===== src/rtl/uart_cmd_parser.sv =====
// Byte-stream frame parser: HDR, CMD, P_H, P_L, CHK. Good frames are presented on a
// valid/ready output; checksum, timeout and overrun errors are pulsed and counted.
module uart_cmd_parser #(
  parameter int         TIMEOUT_CYC = 43400,
  parameter logic [7:0] HDR_BYTE    = 8'hAA
) (
  input  logic        sclk,
  input  logic        s_rst,
  input  logic [7:0]  rx_data,
  input  logic        rx_vld,
  output logic [7:0]  cmd,
  output logic [15:0] param,
  output logic        cmd_valid,
  input  logic        cmd_ready,
  output logic        err_pulse,
  output logic [1:0]  err_code,
  output logic [7:0]  err_cnt,
  output logic        busy
);

  localparam logic [2:0] S_IDLE = 3'd0;
  localparam logic [2:0] S_CMD  = 3'd1;
  localparam logic [2:0] S_PH   = 3'd2;
  localparam logic [2:0] S_PL   = 3'd3;
  localparam logic [2:0] S_CHK  = 3'd4;

  localparam int TW = (TIMEOUT_CYC > 1) ? $clog2(TIMEOUT_CYC + 1) : 1;
  localparam logic [TW-1:0] TMO_LAST = TW'(TIMEOUT_CYC - 1);

  localparam logic [1:0] E_NONE = 2'd0;
  localparam logic [1:0] E_CHK  = 2'd1;
  localparam logic [1:0] E_TMO  = 2'd2;
  localparam logic [1:0] E_OVR  = 2'd3;

  logic [2:0]    state_q, state_d;
  logic [7:0]    sum_q, sum_d;
  logic [TW-1:0] tmo_q, tmo_d;
  logic [7:0]    cmd_sh_q, cmd_sh_d;
  logic [7:0]    ph_q, ph_d;
  logic [7:0]    pl_q, pl_d;
  logic [7:0]    cmd_q, cmd_d;
  logic [15:0]   param_q, param_d;
  logic          vld_q, vld_d;
  logic          pulse_q, pulse_d;
  logic [1:0]    code_q, code_d;
  logic [7:0]    cnt_q, cnt_d;
  logic [1:0]    err;

  always_comb begin
    state_d  = state_q;
    sum_d    = sum_q;
    cmd_sh_d = cmd_sh_q;
    ph_d     = ph_q;
    pl_d     = pl_q;
    cmd_d    = cmd_q;
    param_d  = param_q;
    vld_d    = vld_q & ~cmd_ready;
    pulse_d  = 1'b0;
    code_d   = code_q;
    cnt_d    = cnt_q;
    err      = E_NONE;
    tmo_d    = (rx_vld || state_q == S_IDLE) ? '0 : tmo_q + 1'b1;

    if (rx_vld) begin
      unique case (state_q)
        S_IDLE: begin
          if (rx_data == HDR_BYTE) begin
            state_d = S_CMD;
            sum_d   = 8'd0;
          end
        end
        S_CMD: begin
          cmd_sh_d = rx_data;
          sum_d    = sum_q + rx_data;
          state_d  = S_PH;
        end
        S_PH: begin
          ph_d    = rx_data;
          sum_d   = sum_q + rx_data;
          state_d = S_PL;
        end
        S_PL: begin
          pl_d    = rx_data;
          sum_d   = sum_q + rx_data;
          state_d = S_CHK;
        end
        S_CHK: begin
          state_d = S_IDLE;
          if (rx_data == sum_q) begin
            // A pending frame being consumed this cycle frees the slot for the new one.
            if (!vld_q || cmd_ready) begin
              cmd_d   = cmd_sh_q;
              param_d = {ph_q, pl_q};
              vld_d   = 1'b1;
            end else begin
              err = E_OVR;
            end
          end else begin
            err = E_CHK;
          end
        end
        default: state_d = S_IDLE;
      endcase
    end else if (state_q != S_IDLE && tmo_q == TMO_LAST) begin
      state_d = S_IDLE;
      tmo_d   = '0;
      err     = E_TMO;
    end

    if (err != E_NONE) begin
      pulse_d = 1'b1;
      code_d  = err;
      cnt_d   = (cnt_q == 8'hFF) ? cnt_q : cnt_q + 8'd1;
    end
  end

  always_ff @(posedge sclk) begin
    if (s_rst) begin
      state_q <= S_IDLE;
      sum_q   <= 8'd0;
      tmo_q   <= '0;
      cmd_q   <= 8'd0;
      param_q <= 16'd0;
      vld_q   <= 1'b0;
      pulse_q <= 1'b0;
      code_q  <= E_NONE;
      cnt_q   <= 8'd0;
    end else begin
      state_q <= state_d;
      sum_q   <= sum_d;
      tmo_q   <= tmo_d;
      cmd_q   <= cmd_d;
      param_q <= param_d;
      vld_q   <= vld_d;
      pulse_q <= pulse_d;
      code_q  <= code_d;
      cnt_q   <= cnt_d;
    end
  end

  // Shadow bytes are always written before they are read, so they carry no reset.
  always_ff @(posedge sclk) begin
    cmd_sh_q <= cmd_sh_d;
    ph_q     <= ph_d;
    pl_q     <= pl_d;
  end

  assign cmd       = cmd_q;
  assign param     = param_q;
  assign cmd_valid = vld_q;
  assign err_pulse = pulse_q;
  assign err_code  = code_q;
  assign err_cnt   = cnt_q;
  assign busy      = (state_q != S_IDLE);

endmodule


===== config.mk =====
export PLATFORM = sky130hd
export DESIGN_NAME = uart_cmd_parser
export DESIGN_NICKNAME = d
export VERILOG_FILES = /design/src/rtl/uart_cmd_parser.sv
export SDC_FILE = /design/constraint.sdc
export NUM_CORES = 1
export LEC_CHECK = 0
export BUFFER_PORTS_ARGS = -buffer_cell sky130_fd_sc_hd__buf_2
export CAP_MARGIN = 40
export CORE_AREA = 2 2 105 107
export DETAILED_ROUTE_END_ITERATION = 10
export DIE_AREA = 0 0 107 109
export HOLD_SLACK_MARGIN = 0.1
export MAX_ROUTING_LAYER = met4
export SLEW_MARGIN = 40
export SYNTH_ARGS = -nofsm -noshare
export SYNTH_HDL_FRONTEND = slang
export SYNTH_SLANG_ARGS = --single-unit

===== constraint.sdc =====
create_clock -name sclk -period 4.96 [get_ports sclk]
set_clock_uncertainty 0.2 [all_clocks]
set_input_delay 0.248 -clock sclk [delete_from_list [all_inputs] [get_ports sclk]]
set_output_delay 0.248 -clock sclk [all_outputs]
set_load 0.02 [all_outputs]

* Word-level counts from Yosys, hierarchy flattened
Cells that the tools add are included.
** Word-level totals
- Memory bits (writable) :: 0
- Memories kept :: 0
- Bits in registers :: 87
- Bits in latches :: 0
- Logic and storage cells :: 64
- Bits in read-only memories :: 0
- Input bits :: 12
** Operators by class
- Add/subtract/negate cells :: 3
- Reduce and logical (&&, ||, !) cells :: 17
- Bitwise logic cells :: 3
- Equal/unequal tests :: 10
- Multipliers :: 0
- Order comparisons :: 0
- Shift operators :: 0
- Divide/modulo/power cells :: 0
- Mux-type cells :: 19
** Operators by type and width (count)
- two-way mux 16 bit :: 3
- adder 16 x 1 -> 16 bit, second input constant :: 1
- equality test 16 bit, second input constant :: 1
- equality test 8 bit, second input constant :: 2
- case mux 8 bit (2 select lines) :: 1
- case mux 3 bit (4 select lines) :: 1
- two-way mux 2 bit :: 5
- AND reduction 2 bit :: 5
- two-way mux 3 bit :: 3
- adder 8 x 1 -> 8 bit, second input constant :: 1
- adder 8 bit :: 1
- equality test 8 bit :: 1
- two-way mux 8 bit :: 1
- equality test 3 x 2 -> 1 bit, second input constant :: 2
- nonzero test 2 bit :: 3
- two-way mux 1 bit :: 5
- AND reduction 4 bit :: 1
- equality test 3 x 1 -> 1 bit, second input constant :: 1
- equality test 3 bit, second input constant :: 1
- logical NOT 3 bit :: 1
- != test 3 x 2 -> 1 bit, second input constant :: 1
- AND reduction 3 bit :: 1
- nonzero test 3 bit :: 1
- OR reduction 3 bit :: 1
- 6 further kinds :: 8

* Depth between registers and ports, before layout
Gate-level depths: netlist (run 1).
- Word-level depth :: 8
- Depth in mapped cells :: 8
- Depth with buffers taken out :: 8

* Worst setup path after synthesis (run 1)
Ideal clock, no wire load.
- Kind :: register to register
- Start :: register state_q[0]
- End :: register cnt_q[2], in the netlist err_cnt[2]
- Arrival :: 1.927 ns
- Stages on the path, launching flop included :: 8
- Setup slack :: 2.718 ns
- Period minus slack after synthesis :: 2.242 ns
- Required time :: 4.645 ns
- Cells stage by stage :: dfxtp_1 -> buf_6 -> or4bb_1 -> a41o_1 -> a21boi_2 -> buf_2 -> o31a_1 -> o21a_1
** Between the ends
- Word-level cells in the longest chain between the ends :: 6
- Elaborated cells between the ends (all ways) :: 8
** Ends and longest elaborated chain
- start: declaration :: RTL line 35 : logic [2:0] state_q, state_d;
- start signal: assignment :: RTL line 129 : state_q <= state_d;
- nonzero test 3 bit :: RTL line 104 : end else if (state_q != S_IDLE && tmo_q == TMO_LAST) begin
- logical AND 1 bit :: RTL line 104
- two-way mux 2 bit :: RTL line 104
- two-way mux 2 bit * :: RTL line 64 : if (rx_vld) begin
- nonzero test 2 bit * :: RTL line 110 : if (err != E_NONE) begin
- AND reduction 2 bit (no line) *
- end signal: assignment :: RTL line 137 : cnt_q <= cnt_d;
- end: declaration :: RTL line 46 : logic [7:0] cnt_q, cnt_d;
Every way passes the cells marked *; elsewhere a longest branch is shown, timed or not.
A chain may end at the register's enable or synchronous reset.

* Final worst setup path (run 1)
- Start :: input port rx_data[4]
- End :: register cnt_q[6], in the netlist err_cnt[6]
** Between the ends
- Word-level cells in the longest chain between the ends :: 6
** Ends and longest elaborated chain
- start: declaration :: RTL line 9 : input logic [7:0] rx_data,
- equality test 8 bit :: RTL line 89 : if (rx_data == sum_q) begin
- two-way mux 2 bit :: RTL line 89
- two-way mux 2 bit :: RTL line 65 : unique case (state_q)
- two-way mux 2 bit :: RTL line 64
- nonzero test 2 bit :: RTL line 110
- AND reduction 2 bit (no line)
No other way between the ends.

==> results of run 1 <==
[timing repair]
item                                   in CTS  in global routing
endpoints found under the hold margin      25                  0
hold buffers                                9                  0
resized for setup                           0                  0
[registers in the layout (all words and copies together) (netlist names)]
| signal | count |
|---|---|
| param | 16 |
| tmo_q | 16 |
| cmd | 8 |
| cmd_sh_q | 8 |
| err_cnt | 8 |
| ph_q | 8 |
| pl_q | 8 |
| sum_q | 8 |
| state_q | 3 |
| err_code | 2 |
| cmd_valid | 1 |
| err_pulse | 1 |
[how the worst max path moves through the flow]
stage | slack (ns) | end | cells past startpoint | start
4_1_cts | 2.10 | err_cnt[6] | 8 | rx_data[3]
5_1_grt | 1.95 | err_cnt[6] | 8 | rx_data[4]
6_report | 2.09 | err_cnt[6] | 8 | rx_data[4]
2_1_floorplan | 2.72 | err_cnt[2] | 7 | state_q[0]
3_3_place_gp | 2.32 | err_cnt[6] | 7 | rx_data[4]
3_5_place_dp | 2.26 | err_cnt[6] | 7 | rx_data[4]
[metrics by stage]
step / setup WS (ns) / utilization / cell area, um^2 / power, mW
floorplan: 2.718 / - / 3616 / 0.7620
global placement: 2.316 / 0.3746 / 3971 / 0.7759
detailed placement: 2.263 / 0.3748 / 3974 / 0.7771
CTS: 2.098 / 0.4024 / 4267 / 1.287
global route: 1.945 / 0.4031 / 4274 / 1.323
finish: 2.088 / 0.4031 / 4274 / 1.276
[cells by family after synthesis]
family                   Yosys count  share of synthesized area
XOR/XNOR                          17                    0.04118
AND/OR/NAND/NOR                  161                     0.2208
flip-flops                        87                     0.5481
AO/OA/AOI/OAI                     70                     0.1232
adder cells (fa/ha/maj)           10                    0.03668
buffers and inverters             26                    0.03010
[routing by layer]
layer / wire length (um) / share of wire
met1: 3606 / 0.47
met2: 3657 / 0.47
met5: 0 / 0
met3: 356 / 0.046
met4: 108 / 0.014
[report_power, final]
group          switching (mW)  leakage [nW]  internal [mW]
Sequential           0.000188         0.723          0.728
Clock                   0.269        0.0994          0.241
Combinational          0.0231         0.762         0.0143
[cells in the mapped netlist, types with 5 or more instances]
master,number,share of area
dfxtp_1,63,0.35
nand2_1,58,0.060
nor2_1,37,0.038
a21oi_1,36,0.050
edfxtp_1,24,0.20
nand3_1,13,0.018
xnor2_1,12,0.029
clkbuf_1,11,0.011
inv_1,11,0.011
ha_1,9,0.031
and3_1,7,0.012
nor3_1,7,0.0097
nor2b_1,6,0.010
o21a_1,6,0.012
o21ai_0,5,0.0069
or3_1,5,0.0087
xor2_1,5,0.012
[worst max-delay path, stage by stage]
cell and delay, ns:
dlygate4sd3_1 0.53, buf_2 0.15, ha_1 0.37, nor4_1 0.41, a41o_1 0.30, a21boi_2 0.54
nor2b_1 0.10, o221a_2 0.28
[area by class of cell]
class	instances	area, um^2
Clock buffer	10	127.6
Clock inverter	6	75.07
Fill cell	1080	6329
Inverter	11	41.29
Multi-Input combinational cell	258	1528
Sequential cell	87	1982
Tap cell	140	175.2
Timing Repair Buffer	59	345.3
==> reports/qor.txt, run 1 <==
OUTCOME
--------------------------------------------------------------------------------------
Status                                                                    complete, no violations

ROUTING
--------------------------------------------------------------------------------------
Vias                                                                              2772
Drt total wl                                                                  7.729 mm
Count of nets left with antenna violations after detail routing                      0
Vias per cell                                                                    4.855
Drt initial violations                                                             152
Number of iterations in the first detailed-routing pass                              4
Drt wl/cell                                                                   13.54 um
Post-route DRC                                                                       0

FINAL LAYOUT
--------------------------------------------------------------------------------------
Most frequent standard cell in the layout excluding fill and tap cells         dfxtp_1
Antenna diodes                                                                       0
Most frequent cells in the layout                                         dfxtp_1, nand2_1, buf_2
Synthesis-to-layout area growth                                                 18.20%
Number of nets in the layout                                                       448
Fraction of layout cells with a size suffix above 1                             0.1717
Final standard cell count with taps included and fillers excluded                  571

TIMING
--------------------------------------------------------------------------------------
Final count of negative-setup-slack endpoints                                        0
Final critical path time including I/O delays and setup                       2.872 ns
Final Max Tran Viols                                                                 0
Fin crit share                                                                  0.5790
Worst-margin pin slew                                                        0.7423 ns
Setup repair after global routing missed its margin                              false
Final setup TNS                                                                   0 ns
Maximum clock frequency                                                     0.3482 GHz
Hold Slack                                                                   0.1090 ns
Final hold viol count                                                                0
Max transition margin                                                           0.5018

CLOCK TREE
--------------------------------------------------------------------------------------
TritonCTS buffer count                                                               9
Post-CTS repair timing setup buffer count                                            0
Maximum clock insertion buffer count                                                 2
Sinks on the clock net                                                              87
Register clock-pin slew on the reported worst setup and hold paths             0.10 ns
Clock tree root driver cell                                                   clkbuf_8
Clock tree from TritonCTS                                                        built
Clock latency on the worst-skew pair                                           0.36 ns
Clock H-tree levels                                                                  3

GRT
--------------------------------------------------------------------------------------
Maximum number of pins on one net before global-route repair                        46
Fraction of met2 tracks used by global routing                                  0.2216
Vias in the first global route                                                    2575
Congestion Overflow GR                                                               0
Met3 track demand over resource in global routing                              0.04124
Global Route Usage Sum                                                          0.1403
Global route hottest layer                                                        met2
Global-route wire length before repair                                        12.37 mm
Initial antenna violation count                                                      0
GR Layer Usage met1                                                             0.1713

PLACED DESIGN
--------------------------------------------------------------------------------------
Number of placed cells counting well taps                                          545
Hpwl dp                                                                       5.369 mm
I/O Buffers                                                                         48
Weighted congestion reported at the end of routability-driven placement         0.8108

SETUP PATH
--------------------------------------------------------------------------------------
Worst reg-to-reg setup slack                                                   2.35 ns
Element type at the critical path end                                             flop
Worst reg2reg path endpoint                                                 err_cnt[6]
Setup Crit Path Kind                                                      input pin to flop
Worst setup SP type                                                          input pin
Worst path arrival time                                                        2.92 ns
Worst R2R Start                                                               sum_q[4]
Critical path fanouts, max                                                          17
Required arrival time at the worst endpoint                                    5.01 ns
Depth of the worst register-to-register path                                         6

SYNTH
--------------------------------------------------------------------------------------
Cell count after synthesis                                                         371
Post-synth top flop                                                            dfxtp_1
Syn Std Cell Area                                                            3616 um^2
Nets in the synthesized netlist                                                    393
Post-synth EDFFs                                                                    24
Sequential-to-total area share from yosys stat                                  0.5481
Share of flip-flops with an asynchronous set or reset after synthesis                0
Synthesis warning total                                                              0
Synthesis-stage register bit count                                                  87
Mean instance size in the synthesized netlist                               9.747 um^2
Number of distinct library cells after synthesis                                    52

WORST HOLD PATH
--------------------------------------------------------------------------------------
Worst min-delay path class                                                input pin to flop
End point of the worst hold path                                              sum_q[1]
Min-delay src                                                                    s_rst
Hold Crit Depth                                                                      2

DIE
--------------------------------------------------------------------------------------
Area of the core                                                            10600 um^2
Floorplan die height                                                            109 um
Overall die width                                                               107 um
Area enclosed by the die boundary                                           11660 um^2
I/O pin count                                                                       49
Core Rows                                                                           38
Starting density of the core                                                    0.3410

JOB
--------------------------------------------------------------------------------------
Max cap viols                                                                        0

POWER
--------------------------------------------------------------------------------------
Peak supply drop                                                             0.1340 mV
Standby leakage power                                                         1.584 nW
Pwr Density                                                               298.6 nW/um^2

Power figures use the tool's default switching activity.
==> run 2, diff against run 1 <==
==> constraint.sdc (replaced) <==
create_clock -name sclk -period 2.6 [get_ports sclk]
set_clock_uncertainty 0.2 [all_clocks]
set_input_delay 0.13 -clock sclk [delete_from_list [all_inputs] [get_ports sclk]]
set_output_delay 0.13 -clock sclk [all_outputs]
set_load 0.02 [all_outputs]
==> run 2 against run 1 <==
  * Global-route usage is 0.95 points higher
  * First-iteration DRC count rose by 17%
  * Combinational power increased by 120%
  * Worst hold slack gained 0.14 ns
  * Critical path depth increased by 1
  * Non-clock buffer count grew 11
  * Sequential share of layout area is 1.2 points lower
  * Core utilization grew 1.1 points
  * Largest power group unchanged
  * Highest routed layer unchanged
==> reports/qor.txt, run 2 (synthesis gave the netlist of run 1 again) <==
GRT
--------------------------------------------------------------------------------------
Maximum number of pins on one net before global-route repair                        25
Congestion Overflow GR                                                               0
Global-route wire length before repair                                        13.09 mm
Global Route Usage Sum                                                          0.1498
Initial antenna violation count                                                      0
Vias in the first global route                                                    2686

TIMING
--------------------------------------------------------------------------------------
Maximum clock frequency                                                     0.4132 GHz
Final critical path time including I/O delays and setup                       2.420 ns
Worst-margin pin slew                                                        0.5139 ns
Final Max Tran Viols                                                                 0
Fin crit share                                                                  0.9308
Setup repair after global routing missed its margin                              false
Final setup TNS                                                                   0 ns
Max transition margin                                                           0.6566
Final hold viol count                                                                0
Final count of negative-setup-slack endpoints                                        0

WORST HOLD PATH
--------------------------------------------------------------------------------------
Hold Crit Depth                                                                      2
Worst min-delay path class                                                flop to flop

DIE
--------------------------------------------------------------------------------------
Starting density of the core                                                    0.3410
Area enclosed by the die boundary                                           11660 um^2
Floorplan die height                                                            109 um
Core Rows                                                                           38
I/O pin count                                                                       49
Area of the core                                                            10600 um^2
Overall die width                                                               107 um

CLOCK TREE
--------------------------------------------------------------------------------------
Sinks on the clock net                                                              87
Clock tree root driver cell                                                   clkbuf_8
Clock H-tree levels                                                                  3
TritonCTS buffer count                                                               9
Maximum clock insertion buffer count                                                 2
Clock tree from TritonCTS                                                        built
Clock latency on the worst-skew pair                                           0.37 ns
Register clock-pin slew on the reported worst setup and hold paths             0.09 ns

SETUP PATH
--------------------------------------------------------------------------------------
Cell depth of the worst setup path                                                   9
Highest-delay cell along the critical path                                dlygate4sd3_1
Setup Crit Path Kind                                                      input pin to flop
Chain of cells forming the critical path                                  dlygate4sd3_1 > buf_2 > ha_1 > nor4_1 > buf_4 > a41o_1 > a21boi_4 > nor2b_1 > o221a_2
Required arrival time at the worst endpoint                                    2.67 ns
Depth of the worst register-to-register path                                         6
Worst setup SP type                                                          input pin
Element type at the critical path end                                             flop
Worst path buffer plus inverter count                                                3
Family with the most delay on the worst path                              buffers and inverters
Critical path fanouts, max                                                           8
Worst path arrival time                                                        2.49 ns
Maximum single-stage delay on the critical path                                0.53 ns

ROUTING
--------------------------------------------------------------------------------------
Routed wl met2                                                                3.680 mm
Vias                                                                              2856
Drt initial violations                                                             178
Drt total wl                                                                  8.045 mm
Vias per cell                                                                    4.907
Highest signal layer in the routed design                                         met4
Routed wire length on met3                                                      298 um
Post-route DRC                                                                       0
Count of nets left with antenna violations after detail routing                      0
Number of iterations in the first detailed-routing pass                              4
M1 wire length                                                                3.925 mm
Drt wl/cell                                                                   13.82 um

PLACED DESIGN
--------------------------------------------------------------------------------------
Hpwl dp                                                                       5.425 mm
I/O Buffers                                                                         48
Weighted congestion reported at the end of routability-driven placement         0.8593

FINAL LAYOUT
--------------------------------------------------------------------------------------
Fraction of layout cells with a size suffix above 1                             0.1923
Final core utilization                                                          0.4141
Number of nets in the layout                                                       460
Most frequent cells in the layout                                         dfxtp_1, nand2_1, buf_2
Antenna diodes                                                                       0
Most frequent standard cell in the layout excluding fill and tap cells         dfxtp_1
Filler instances                                                                  1049
Synthesis-to-layout area growth                                                 21.42%

POWER
--------------------------------------------------------------------------------------
Pwr Density                                                               524.8 nW/um^2
Standby leakage power                                                         1.632 nW
Peak supply drop                                                             0.2214 mV

OUTCOME
--------------------------------------------------------------------------------------
Status                                                                    complete, no violations

JOB
--------------------------------------------------------------------------------------
Max cap viols                                                                        0

run 2: cell count changes in the layout (fill, tap and decap cells not counted), sizes merged:
cell / previous run / this run
buf: 49 / 58
clkinv: 1 / 5
inv: 14 / 11
dlygate4sd3: 9 / 11
a21boi: 1 / 2
bufinv: 1 / 0
clkbuf: 11 / 10
run 2: per-stage QoR:
stage	cell area [um^2]	total power [mW]	std cells	hold slack [ns]	setup WS (ns)
after global routing	4390	2.387	582	0.2701	0.006421
after CTS	4332	2.330	581	0.2565	0.06863
after detailed placement	4059	1.487	555	0.1972	0.1659
after global placement	4059	1.485	555	0.1975	0.2008
final	4390	2.304	582	0.2528	0.1799
after floorplan	3616	1.454	371	0.02887	0.3580
run 2: worst min-delay path, cell delays in order, from the launching register on:
cell and delay, ns:
dfxtp_1 0.31, nand2_1 0.05, a21oi_1 0.05
run 2: cell type report:
class	count	area, um^2	share of cell area
clock buffers	9	123.9	0.02821
flip-flops and latches	87	1982	0.4514
multi-input cells	259	1582	0.3602
well taps	140	175.2	0.03990
repair buffers	70	447.9	0.1020
clock inverters	6	38.79	0.008834
inverters	11	41.29	0.009404
run 2: power by group:
group | switching [mW] | internal, mW
combinational | 0.0481 | 0.0340
clock | 0.495 | 0.338
sequential | 0.000315 | 1.39
run 2: metal layers:
metal,vias to the layer above,global-route usage
met2,59,0.2370
met3,12,0.03586
li1,1440,-
met5,-,-
met1,1345,0.1839
met4,0,0.06401
run 2: worst paths after layout:
path	start	endpoint	slack, ns
max	rx_data[4]	err_cnt[6]	0.18
min reg2reg	param[10]	param[10]	0.25
min	param[10]	param[10]	0.25
max reg2reg	tmo_q[12]	err_cnt[5]	0.19
run 2: what timing repair did:
| action | 4_1_cts | 5_1_grt |
|---|---|---|
| gates resized for setup | 0 | 6 |
| hold buffers | 11 | 0 |
| endpoints found under the setup margin | 0 | 4 |
| endpoints found under the hold margin | 47 | 0 |
| setup buffers | 0 | 1 |
==> run 3, diff against run 2 <==
--- a/config.mk
+++ b/config.mk
@@ -12,6 +12,8 @@
 export DIE_AREA = 0 0 107 109
 export HOLD_SLACK_MARGIN = 0.1
 export MAX_ROUTING_LAYER = met4
+export RECOVER_POWER = 50
+export SETUP_SLACK_MARGIN = 0.2
 export SLEW_MARGIN = 40
 export SYNTH_ARGS = -nofsm -noshare
 export SYNTH_HDL_FRONTEND = slang
==> run 3 against run 2 <==
  * Via count is 1.2% higher
  * Global-route usage is 0.53 points higher
  * Total power is 0.25% higher
  * Combinational power is 2% higher
  * Sequential share of layout area is 0.11 points higher
  * Critical path type is now flop to flop
  * Critical endpoint is now err_cnt[5]
  * Largest power group unchanged
==> reports/qor.txt, run 3 (synthesis gave the netlist of run 1 again) <==
TIMING
--------------------------------------------------------------------------------------
Setup repair after global routing missed its margin                               true
Final count of negative-setup-slack endpoints                                        0
Final hold viol count                                                                0
Worst-margin pin slew                                                        0.5415 ns
Maximum clock frequency                                                     0.4261 GHz
Final Max Tran Viols                                                                 0
Final setup TNS                                                                   0 ns
Fin crit share                                                                  0.9026
Final critical path time including I/O delays and setup                       2.347 ns
Post-layout worst setup margin                                               0.2532 ns
Max transition margin                                                           0.6390

POWER
--------------------------------------------------------------------------------------
Pwr Density                                                               526.1 nW/um^2
Standby leakage power                                                         1.470 nW
Peak supply drop                                                             0.2265 mV

SETUP PATH
--------------------------------------------------------------------------------------
Family with the most delay on the worst path                              simple AND/OR/NAND/NOR gates
Chain of cells forming the critical path                                  or4b_4 > nor4_4 > a21boi_2 > buf_6 > or4_1 > a21oi_2
Setup Crit Path Kind                                                      flop to flop
Cell depth of the worst setup path                                                   6
Required arrival time at the worst endpoint                                    2.71 ns
Critical path fanouts, max                                                          14
Highest-delay cell along the critical path                                      or4b_4
Element type at the critical path end                                             flop
Worst path arrival time                                                        2.45 ns
Worst path buffer plus inverter count                                                1
Worst setup SP type                                                               flop
Depth of the worst register-to-register path                                         6
Maximum single-stage delay on the critical path                                0.54 ns

DIE
--------------------------------------------------------------------------------------
Area enclosed by the die boundary                                           11660 um^2
Core Rows                                                                           38
I/O pin count                                                                       49
Area of the core                                                            10600 um^2
Overall die width                                                               107 um
Starting density of the core                                                    0.3410
Floorplan die height                                                            109 um

CLOCK TREE
--------------------------------------------------------------------------------------
TritonCTS buffer count                                                               9
Clock H-tree levels                                                                  3
Clock tree root driver cell                                                   clkbuf_8
Clock latency on the worst-skew pair                                           0.37 ns
Clock tree from TritonCTS                                                        built
Register clock-pin slew on the reported worst setup and hold paths             0.09 ns
Sinks on the clock net                                                              87
Maximum clock insertion buffer count                                                 2

ROUTING
--------------------------------------------------------------------------------------
Vias                                                                              2891
Post-route DRC                                                                       0
Count of nets left with antenna violations after detail routing                      0
Drt wl/cell                                                                   14.07 um
Number of iterations in the first detailed-routing pass                              6
Vias per cell                                                                    4.908
Drt total wl                                                                  8.289 mm
Drt initial violations                                                             158

JOB
--------------------------------------------------------------------------------------
Max cap viols                                                                        0

FINAL LAYOUT
--------------------------------------------------------------------------------------
Most frequent standard cell in the layout excluding fill and tap cells         dfxtp_1
Fraction of layout cells with a size suffix above 1                             0.1158
Cell area after layout                                                       4390 um^2
Filler instances                                                                  1070
Most frequent cells in the layout                                         dfxtp_1, nand2_1, clkbuf_1
Synthesis-to-layout area growth                                                 21.42%
Antenna diodes                                                                       0
Number of nets in the layout                                                       467

PLACED DESIGN
--------------------------------------------------------------------------------------
Hpwl dp                                                                       5.425 mm
Weighted congestion reported at the end of routability-driven placement         0.8593
Worst-case setup slack after placement                                       0.1659 ns
I/O Buffers                                                                         48
Placed standard-cell area                                                    4059 um^2

GRT
--------------------------------------------------------------------------------------
Vias in the first global route                                                    2736
Maximum number of pins on one net before global-route repair                        25
Global Route Usage Sum                                                          0.1550
Initial antenna violation count                                                      0
Congestion Overflow GR                                                               0
Global-route wire length before repair                                        13.48 mm

OUTCOME
--------------------------------------------------------------------------------------
Status                                                                    complete, no violations

WORST HOLD PATH
--------------------------------------------------------------------------------------
Worst min-delay path class                                                input pin to flop
Hold Crit Depth                                                                      4

## run 3: cell types whose count changed in the layout (fill, tap and decap cells not counted), moves of 2 or more
cell / previous run / this run
clkbuf_1: 0 / 45
buf_2: 47 / 4
dfxtp_1: 63 / 59
dfxtp_2: 0 / 4
buf_4: 10 / 13
dlygate4sd3_1: 11 / 14
a21oi_1: 36 / 34
a21oi_2: 0 / 2
## run 3: final cells by class
class / count / area [um^2] / share of cell area
sequential: 87 / 1987 / 0.4526
multi-input combinational: 258 / 1567 / 0.3568
clock inverter: 6 / 38.79 / 0.008834
tap: 140 / 175.2 / 0.03990
inverter: 11 / 41.29 / 0.009404
timing repair buffer: 78 / 457.9 / 0.1043
clock buffer: 9 / 123.9 / 0.02821
## run 3: per-layer routing
| layer | vias up | GRT usage | share of wire | wire [um] |
|---|---|---|---|---|
| met5 | - | - | 0 | 0 |
| met4 | 0 | 0.07236 | 0.019 | 159 |
| met3 | 12 | 0.03407 | 0.044 | 364 |
| met2 | 56 | 0.2461 | 0.46 | 3844 |
| met1 | 1368 | 0.1891 | 0.47 | 3921 |
| li1 | 1455 | - | - | - |
## run 3: power by group
group,internal [mW],switching [mW]
sequential,1.39,0.000305
clock,0.338,0.499
combinational,0.0331,0.0507
total,1.76,0.550
## run 3: repair_timing
item	in CTS	in global routing
gates resized for setup	3	10
hold endpoints to repair	47	0
setup endpoints to repair	4	21
hold buffers	14	0
pin swaps	1	6
buffers inserted	1	4
## run 3: path summary, 6_finish.rpt
| kind | start | endpoint | slack [ns] |
|---|---|---|---|
| max | tmo_q[12] | err_cnt[5] | 0.25 |
| min reg2reg | param[8] | param[8] | 0.26 |
| max reg2reg | tmo_q[12] | err_cnt[5] | 0.25 |
| min | rx_vld | sum_q[6] | 0.15 |
## run 3: stage by stage
step / total power [mW] / instances / hold WS, ns / util
after global routing: 2.391 / 589 / 0.1678 / 0.4141
after floorplan: 1.454 / 371 / 0.02887 / -
after CTS: 2.336 / 585 / 0.1228 / 0.4136
after detailed placement: 1.487 / 555 / 0.1972 / 0.3828
after global placement: 1.485 / 555 / 0.1975 / 0.3828
final: 2.310 / 589 / 0.1454 / 0.4141
## run 3: worst register-to-register path: stages (launching register included)
cell and delay (ns):
dfxtp_2 0.33, or4b_4 0.54, nor4_4 0.32, a21boi_2 0.10, buf_6 0.15, or4_1 0.52, a21oi_2 0.12
